`config.mk`:
```
export PLATFORM = sky130hd
export DESIGN_NAME = fir_result_drain
export DESIGN_NICKNAME = d
export VERILOG_FILES = /design/src/rtl/fir_pkg.sv /design/src/rtl/fir_drain_fifo.sv /design/src/rtl/fir_result_drain.sv
export SDC_FILE = /design/constraint.sdc
export NUM_CORES = 1
export LEC_CHECK = 0
export ABC_AREA = 1
export CAP_MARGIN = 20
export CORE_ASPECT_RATIO = 1.2
export CORE_MARGIN = 1
export CORE_UTILIZATION = 45
export CTS_CLUSTER_SIZE = 40
export DETAILED_ROUTE_END_ITERATION = 10
export GPL_TIMING_DRIVEN = 0
export PLACE_DENSITY = 0.75
export SLEW_MARGIN = 25
export SYNTH_ARGS = -nofsm -noshare
export SYNTH_HDL_FRONTEND = slang
export SYNTH_SLANG_ARGS = --single-unit
```
`constraint.sdc`:
```
create_clock -name clk -period 4.4 [get_ports clk]
set_clock_uncertainty 0.15 [all_clocks]
set_input_delay 0.44 -clock clk [delete_from_list [all_inputs] [get_ports clk]]
set_output_delay 0.44 -clock clk [all_outputs]
set_load 0.01 [all_outputs]
```
`src/rtl/fir_pkg.sv`:
```
// +----------------------------------------------------------------------------+
// | fir_pkg                                                                    |
// | Shared widths and the scale/limit helper for the FIR result drain.         |
// | Optional macro: FIR_DRAIN_SAT_EN (clamp instead of wrap on overflow).      |
// | Revision: 1.0                                                              |
// +----------------------------------------------------------------------------+
`default_nettype none

package fir_pkg;

    localparam int ACC_W = 38;
    localparam int OUT_W = 16;

    typedef struct packed {
        logic [OUT_W-1:0] sample;
        logic             ovf;
    } sat_res_t;

    // r is the already rounded and shifted accumulator, sign-extended to ACC_W+1 bits.
    // It fits in OUT_W signed bits only if every bit from OUT_W-1 upwards is a sign copy.
    function automatic sat_res_t sat_trunc(input logic signed [ACC_W:0] r);
        logic [ACC_W-OUT_W+1:0] w_hi;
        sat_res_t               res;
        w_hi    = r[ACC_W:OUT_W-1];
        res.ovf = !((&w_hi) || !(|w_hi));
`ifdef FIR_DRAIN_SAT_EN
        if (res.ovf) begin
            res.sample = r[ACC_W] ? {1'b1, {(OUT_W-1){1'b0}}} : {1'b0, {(OUT_W-1){1'b1}}};
        end else begin
            res.sample = r[OUT_W-1:0];
        end
`else
        res.sample = r[OUT_W-1:0];
`endif
        return res;
    endfunction

endpackage

`default_nettype wire

```
`src/rtl/fir_drain_fifo.sv`:
```
// +----------------------------------------------------------------------------+
// | fir_drain_fifo                                                             |
// | DEPTH x WIDTH synchronous FIFO with combinational head and occupancy count.|
// | Revision: 1.0                                                              |
// +----------------------------------------------------------------------------+
`default_nettype none

module fir_drain_fifo #(
    parameter int WIDTH = 16,
    parameter int DEPTH = 4
) (
    input  logic                       clk,
    input  logic                       rst,
    input  logic                       i_push,
    input  logic [WIDTH-1:0]           i_push_data,
    input  logic                       i_pop,
    output logic [WIDTH-1:0]           o_head,
    output logic [$clog2(DEPTH):0]     o_count,
    output logic                       o_full,
    output logic                       o_empty
);

    localparam int                 c_ptr_w = $clog2(DEPTH);
    localparam logic [c_ptr_w:0]   c_depth = (c_ptr_w + 1)'(DEPTH);

    logic [WIDTH-1:0]   r_mem [DEPTH];
    logic [c_ptr_w-1:0] r_wr_ptr;
    logic [c_ptr_w-1:0] r_rd_ptr;
    logic [c_ptr_w:0]   r_count;
    logic               w_do_push;
    logic               w_do_pop;

    assign o_full    = (r_count == c_depth);
    assign o_empty   = (r_count == '0);
    assign o_count   = r_count;
    assign o_head    = r_mem[r_rd_ptr];
    // A pop frees the head slot in the same cycle, so a push into a full FIFO is legal then.
    assign w_do_pop  = i_pop && !o_empty;
    assign w_do_push = i_push && (!o_full || w_do_pop);

    always_ff @(posedge clk or posedge rst) begin
        if (rst) begin
            for (int i = 0; i < DEPTH; i++) begin
                r_mem[i] <= '0;
            end
            r_wr_ptr <= '0;
            r_rd_ptr <= '0;
            r_count  <= '0;
        end else begin
            if (w_do_push) begin
                r_mem[r_wr_ptr] <= i_push_data;
                r_wr_ptr        <= r_wr_ptr + c_ptr_w'(1);
            end
            if (w_do_pop) begin
                r_rd_ptr <= r_rd_ptr + c_ptr_w'(1);
            end
            case ({w_do_push, w_do_pop})
                2'b10:   r_count <= r_count + (c_ptr_w + 1)'(1);
                2'b01:   r_count <= r_count - (c_ptr_w + 1)'(1);
                default: r_count <= r_count;
            endcase
        end
    end

endmodule

`default_nettype wire

```
`src/rtl/fir_result_drain.sv`:
```
// +----------------------------------------------------------------------------+
// | fir_result_drain                                                           |
// | Rounds/scales FIR accumulator results to samples and streams them out via  |
// | a small FIFO with backpressure. Optional macro: FIR_DRAIN_SAT_EN.          |
// | Revision: 1.0                                                              |
// +----------------------------------------------------------------------------+
`default_nettype none

module fir_result_drain #(
    parameter int ACC_W = 38,
    parameter int OUT_W = 16,
    parameter int SHIFT = 15,
    parameter int DEPTH = 4
) (
    input  logic             clk,
    input  logic             rst,
    input  logic             in_valid,
    input  logic [ACC_W-1:0] in_acc,
    output logic             in_ready,
    output logic             out_valid,
    output logic [OUT_W-1:0] out_data,
    input  logic             out_ready,
    input  logic             clear_ovf,
    output logic             ovf,
    output logic [15:0]      out_count
);

    // ACC_W/OUT_W must match the fir_pkg constants used by sat_trunc.
    import fir_pkg::*;

    localparam int                    c_cnt_w = $clog2(DEPTH) + 1;
    localparam logic signed [ACC_W:0] c_round = {{ACC_W{1'b0}}, 1'b1} << (SHIFT - 1);

    logic signed [ACC_W:0] w_sum;
    logic signed [ACC_W:0] w_r;
    sat_res_t              w_res;
    logic                  w_accept;
    logic                  w_pop;
    logic [c_cnt_w-1:0]    w_fifo_count;
    logic [c_cnt_w:0]      w_occupancy;
    logic                  w_fifo_full;
    logic                  w_fifo_empty;

    logic                  r_stage_valid;
    logic [OUT_W-1:0]      r_stage_data;
    logic                  r_ovf;
    logic [15:0]           r_out_count;

    // One extra bit of headroom keeps the rounding add from overflowing.
    assign w_sum = $signed({in_acc[ACC_W-1], in_acc}) + c_round;
    assign w_r   = w_sum >>> SHIFT;
    assign w_res = sat_trunc(w_r);

    // Counting the in-flight stage entry guarantees every accepted value a FIFO slot.
    assign w_occupancy = {1'b0, w_fifo_count} + {{c_cnt_w{1'b0}}, r_stage_valid};
    assign in_ready    = !w_fifo_full && (w_occupancy < (c_cnt_w + 1)'(DEPTH));
    assign w_accept    = in_valid && in_ready;
    assign out_valid   = !w_fifo_empty;
    assign w_pop       = out_valid && out_ready;
    assign ovf         = r_ovf;
    assign out_count   = r_out_count;

    always_ff @(posedge clk or posedge rst) begin
        if (rst) begin
            r_stage_valid <= 1'b0;
            r_stage_data  <= '0;
            r_ovf         <= 1'b0;
            r_out_count   <= '0;
        end else begin
            r_stage_valid <= w_accept;
            if (w_accept) begin
                r_stage_data <= w_res.sample;
            end
            if (w_accept && w_res.ovf) begin
                r_ovf <= 1'b1;
            end else if (clear_ovf) begin
                r_ovf <= 1'b0;
            end
            if (w_pop) begin
                r_out_count <= r_out_count + 16'd1;
            end
        end
    end

    fir_drain_fifo #(
        .WIDTH (OUT_W),
        .DEPTH (DEPTH)
    ) u_fifo (
        .clk         (clk),
        .rst         (rst),
        .i_push      (r_stage_valid),
        .i_push_data (r_stage_data),
        .i_pop       (w_pop),
        .o_head      (out_data),
        .o_count     (w_fifo_count),
        .o_full      (w_fifo_full),
        .o_empty     (w_fifo_empty)
    );

endmodule

`default_nettype wire
```
# Yosys cells after proc, flatten, opt, wreduce, memory -nomap -nowiden
# Index checks and enable logic that the tools add are counted.
# totals
mem_bits_rw	0
mem_bits_ro	0
latchBits	0
input_bits	43
memories	0
regBits	105
# classes
bitwise	2
n_div	0
mux	9
n_mul	0
shift	0
n_eq_ne	3
reduce_logical	18
add_sub_neg	7
n_lt_le_gt_ge	4
# ops
operator	n
bitwise mux 64 bit	1
two-way mux 16 bit	3
adder 38 x 16 -> 39 bit, second input constant	1
binary-select mux 16 bit (select 2 bit)	1
demux 16 bit (select 2 bit)	1
adder 16 x 1 -> 16 bit, second input constant	1
AND reduction 9 bit	1
OR reduction 9 bit	1
logical AND 1 bit	7
greater-or-equal comparator 3 bit, second input constant	2
NOT 2 -> 3 bit	2
one-hot mux 3 bit (2 select lines)	1
adder 2 x 1 -> 2 bit, second input constant	2
adder 3 x 1 -> 4 bit	1
zero test 1 bit	4
less-than comparator 4 x 3 -> 1 bit, second input constant	1
nonzero test 2 bit	2
adder 3 x 1 -> 3 bit, second input constant	1
equality test 3 bit, second input constant	1
zero test 3 bit	1
less-than comparator 3 x 1 -> 1 bit, second input constant	1
subtractor 3 x 1 -> 3 bit, second input constant	1
equality test 2 x 1 -> 1 bit, second input constant	1
equality test 2 bit, second input constant	1
2 further kinds	4

# Longest topological paths before layout
# depth
depth_word	8
depth_mapped	14
ltp_nobuf	14

# Cells and area by module
# From an unflattened synthesis, not the netlist that was laid out.
# hier_totals
hier_cells	721
area_unflattened_um2	5764.3
# modules_own_cells
mod	seq_area_each_um2	cells_each	area_each_um2	n_inst
fir_drain_fifo	1776.7	426	3509.6	1
fir_result_drain	850.8	295	2254.7	1

# Worst setup path after synthesis
# Ideal clock, no wire load.
# synth_timing
path_type	register to register
startpoint	register u_fifo.r_count[0] (netlist: u_fifo.o_count[0])
endpoint	register u_fifo.r_count[2] (netlist: u_fifo.o_count[2])
stages_incl_launch_ff	10
setup_slack_ns	2.288
arrival_ns	1.831
synth_period_minus_slack_ns	2.112
n_path_buf	0
path_cell_list	dfrtp_1 -> nor2_1 -> nand2_1 -> o21ai_4 -> ha_1 -> inv_1 -> fa_1 -> a21oi_1 -> o21ai_0 -> xor2_1
# synth_between
elab_chain_cells	8
# synth_lines
element	line_no	text
start, declared	fir_drain_fifo.sv:29	logic [c_ptr_w:0] r_count;
start signal, assigned	fir_drain_fifo.sv:58	2'b10: r_count <= r_count + (c_ptr_w + 1)'(1);
start signal, assigned	fir_drain_fifo.sv:59	2'b01: r_count <= r_count - (c_ptr_w + 1)'(1);
start signal, assigned	fir_drain_fifo.sv:60	default: r_count <= r_count;
zero test 3 bit	fir_drain_fifo.sv:34	assign o_empty = (r_count == '0);
zero test 1 bit	fir_drain_fifo.sv:38, fir_result_drain.sv:58	
logical AND 1 bit	fir_result_drain.sv:59	assign w_pop = out_valid && out_ready;
logical AND 1 bit	fir_drain_fifo.sv:38	assign w_do_pop = i_pop && !o_empty;
logical OR 1 bit	fir_drain_fifo.sv:39	assign w_do_push = i_push && (!o_full || w_do_pop);
logical AND 1 bit	fir_drain_fifo.sv:39	
equality test 2 x 1 -> 1 bit or equality test 2 bit (tied branches)	fir_drain_fifo.sv:57	case ({w_do_push, w_do_pop})
one-hot mux 3 bit (2 select lines) or nonzero test 2 bit (tied branches)	n/a	
# Several ways; a longest one is shown, not always the timed one.
# A chain may end at the register's enable or synchronous reset.

# Worst setup path in the final report
# layout_timing
startpoint	register u_fifo.r_rd_ptr[1]
endpoint	output out_data[9]
# layout_between
elab_chain_cells	4
# layout_lines
element	line_no	text
start, declared	fir_drain_fifo.sv:28	logic [c_ptr_w-1:0] r_rd_ptr;
start signal, assigned	fir_drain_fifo.sv:55	r_rd_ptr <= r_rd_ptr + c_ptr_w'(1);
NOT 2 -> 3 bit (not written as such)	fir_drain_fifo.sv:36	assign o_head = r_mem[r_rd_ptr];
binary-select mux 16 bit (select 2 bit)	fir_drain_fifo.sv:36	
two-way mux 16 bit (not written as such) (2 in series)	fir_drain_fifo.sv:36	
end, declared	fir_result_drain.sv:21	output logic [OUT_W-1:0] out_data,
# No other way between the ends. The select of a mux whose other input is x is not followed.

==> impl_results.md <==
* Outcome: complete, no violations
* Synth area leader: dfrtp_1
* Via density at ~5.1
* CP Cell Sequence: inv_1 > clkbuf_1 > o21ai_0 > o22ai_1 > clkdlybuf4s50_1
* Cells on worst reg2reg path at 9
* Warning count from the yosys run at 0
* TritonCTS clock tree: done
* Classification of the worst-slack hold path: input pin to async pin
* First-pass GRT wire length at 19500 um
* Xor and xnor area share after synthesis at 5.22%
* Largest fanout on the critical path at 10
* Worst slew slack as a fraction of its limit at 53.6%
* Insertion delay of the later-clocked pin in the worst-skew pair at between 300 and 400 ps
* Total power at between 4 and 5 mW
* Count of input and output buffers at 63
* Maximum number of pins on one net before global-route repair at 66
* Clk pin slew, worst setup/hold paths at 70 ps
* Routed WL per cell at 14.9 um
* Avg Cell Area, Syn at around 9.5 sq um
* Top_reg_cell synth: dfrtp_1
* Number of buffers inserted by post-CTS setup repair at 0
* Fraction of layout cells with a size suffix above 1 at about 14%
* Most used standard cell by instance count after synthesis: dfrtp_1
* Number of top-level pins at 78
* Floorplan die area at 12000 sq um
* Count of routing violations after the opening detailed-route iteration at 255
* Starting density of the core at 46.7%
* Area Growth Syn to Fin at 21.6%
* Via count at 4009
* Total of max-cap violations at 0
* Tcrit/Tclk final at 70.1%
* Compound-cell area share of the yosys netlist at between 8 and 9%
* Leading post-synthesis cells by instance count: 105 x dfrtp_1, 100 x nand2_1, 66 x nor2_1
* Start point of the critical path: u_fifo.r_rd_ptr[1]
* Placeable core area at about 11000 sq um
* Areal power density over the cells at 650 nW/um^2
* Cell family contributing the most delay on the critical path: buffers and inverters
* Synthesized instance count at 548
* Crit path arrival time at 2490 ps
* Shortest clock period the worst path allows after layout at 3080 ps
* Worst voltage drop across the vdd grid at 0.275 mV
* Post-synthesis simple-gate area fraction at 16.2%
* Vias in the first global route at around 4100
* Synthesis-stage register bit count at between 100 and 150
* Type of the setup path with the least slack: flop to primary output
* Cell leakage power at 2.86 nW
* Post-cts sizing count at 0
* Worst-case clock buffer depth at 2
* Global placer's final weighted congestion at 0.892
* Reg-to-Reg End: u_fifo.o_count[2]
* Top area cells in the synthesized netlist: dfrtp_1 51%, mux2_2 13%, nand2_1 7.2%
* Required arrival time at the worst endpoint at about 3800 ps
* Synth Area in Adders at 2.07%
* GRT Total Usage at 20.9%
* Master cell of the clock root buffer: clkbuf_16
* Grt total ovfl at 0
* EDFF count, synth at 0
* Setup TNS Final at 0 ps
* Floorplan die height at 120 um
* Endpoints failing hold at 0
* ANT cells at 0
* CP Depth at 5
* Pin slew with the least headroom to its limit at 695 ps
* Drt total wl at 11700 um
* Maximum clock frequency at 324 MHz
* Critical path buffer and inverter count at 3
* Number of nets in the final layout at 674
* Kind of end point of the critical path: primary output
* CP max stage delay at 590 ps
* Detailed-router iteration count before antenna repair at 4
* Worst-case register-to-register setup slack at 2130 ps
* Main combinational cell family by area after synthesis: simple AND/OR/NAND/NOR gates
* Residual DRC at 0
* Total of endpoints with negative setup slack in the final report at 0
* Slew Limit Fails at 0
* HPWL after detailed placement at 8500 um
* Mux share of post-synthesis cell area at 13.2%
* Combined area of all synthesized cells at 5200 sq um
* Worst setup path end: out_data[9]
* CP startpoint kind: flop
* Syn Nets at 599
* Share of the synthesized area in the top cell type at 50.5%
* Portion of the post-synthesis area used by sequential elements at 50.5%
* Post-synth ARST share at 100%
* Total number of H-tree levels at 3
* Cell with the largest stage delay on the worst path: clkdlybuf4s50_1
* CTS Sinks at 105
* RSZ-0062 raised after global routing: false
* Die width at 100 um
* Startpoint of the most critical register-to-register path: u_fifo.o_count[0]
* Detail Route Antenna Nets at 0
* Number of CTS-inserted buffers at 9
* Antenna violations before repair at 0
* Core Rows at 42
* Number of distinct library cells after synthesis at 26
* Hold-fix buffers at CTS at 0
* Fillcell total at 984
-- how the worst min path moves through the flow --
stage | to | slack, ps | startpoint | cells after the start
2_1_floorplan | u_fifo.r_mem[16] | 330 | u_fifo.r_mem[16] | 1
3_3_place_gp | out_count[15] | 310 | out_count[15] | 1
3_5_place_dp | out_count[15] | 340 | out_count[15] | 1
4_1_cts | out_count[15] | 340 | rst | 2
5_1_grt | out_count[11] | 360 | rst | 2
6_report | out_count[11] | 330 | rst | 2
-- where the power goes --
part           switching (mW)  internal (mW)
clock                   0.324          0.397
combinational           0.846          0.853
sequential              0.312           1.38
-- cell type report --
class | count | area (sq um) | area share (%)
flip-flops and latches | 105 | 2630 | 41.6
multi-input cells | 381 | 2330 | 36.9
repair buffers | 64 | 658 | 10.4
clock buffers | 13 | 250 | 3.96
well taps | 154 | 193 | 3.05
inverters | 47 | 181 | 2.87
plain buffers | 15 | 63.8 | 1.01
clock inverters | 2 | 15.0 | 0.238
-- registers in the layout, indices dropped and copies added (netlist names) --
signal,flops
u_fifo.r_mem,64
u_fifo.r_wr_ptr,2
u_fifo.r_rd_ptr,2
out_count,16
r_stage_valid,1
r_stage_data,16
ovf,1
u_fifo.o_count,3
-- layout by cell type (no fill, tap or decap) --
| cell type | n |
|---|---|
| xnor2_1 | 12 |
| buf_4 | 1 |
| nor3b_1 | 1 |
| o22ai_1 | 13 |
| nand3_1 | 18 |
| nand4_1 | 6 |
| inv_1 | 45 |
| o21ai_0 | 55 |
| clkbuf_1 | 14 |
| clkbuf_16 | 9 |
| nor2_1 | 66 |
| inv_6 | 1 |
| mux2_2 | 61 |
| nor2_2 | 5 |
| o21bai_1 | 1 |
| clkinv_1 | 1 |
| nand2_1 | 100 |
| xor2_1 | 19 |
| a21oi_1 | 8 |
| buf_16 | 1 |
| nor2_4 | 1 |
| clkinvlp_4 | 2 |
| ha_1 | 7 |
| clkdlybuf4s50_1 | 63 |
| nand3b_1 | 3 |
| buf_2 | 3 |
| o21ai_4 | 1 |
| dfrtp_1 | 105 |
| nand2_4 | 1 |
| fa_1 | 1 |
| nor3_1 | 2 |
| clkbuf_8 | 1 |
-- worst register-to-register path: stages (launching register included) --
cell and delay, ps:
dfrtp_1 420, nor2_1 150, nand2_1 100, o21ai_4 290, ha_1 200, inv_1 60, fa_1 370, a21oi_1 140
o21ai_0 110, xor2_1 150
-- metal layers --
metal	track usage, %	share of wire (%)
met1	25.6	43
met2	37.2	52
met3	2.97	3.5
met4	7.43	1.7
met5	0	0
-- metrics by stage --
stage / cells / area, sq um / hold slack (ps) / setup WS [ps] / util, %
2_1_floorplan: 548 / 5200 / 325 / 1050 / -
3_3_place_gp: 765 / 6020 / 312 / -277 / 54.1
3_5_place_dp: 766 / 6050 / 336 / 1670 / 54.3
4_1_cts: 781 / 6320 / 343 / 1310 / 56.7
5_1_grt: 781 / 6320 / 362 / 1160 / 56.7
6_report: 781 / 6320 / 329 / 1320 / 56.7
-- logic make-up after synthesis --
logic type / Yosys count
muxes: 61
adders and majority gates: 8
xor gates and xnor gates: 31
buffers and inverters: 62
DFF: 105
and+or+nand+nor: 203
AOI/OAI and AO/OA: 78
Power figures use the tool's default switching activity.
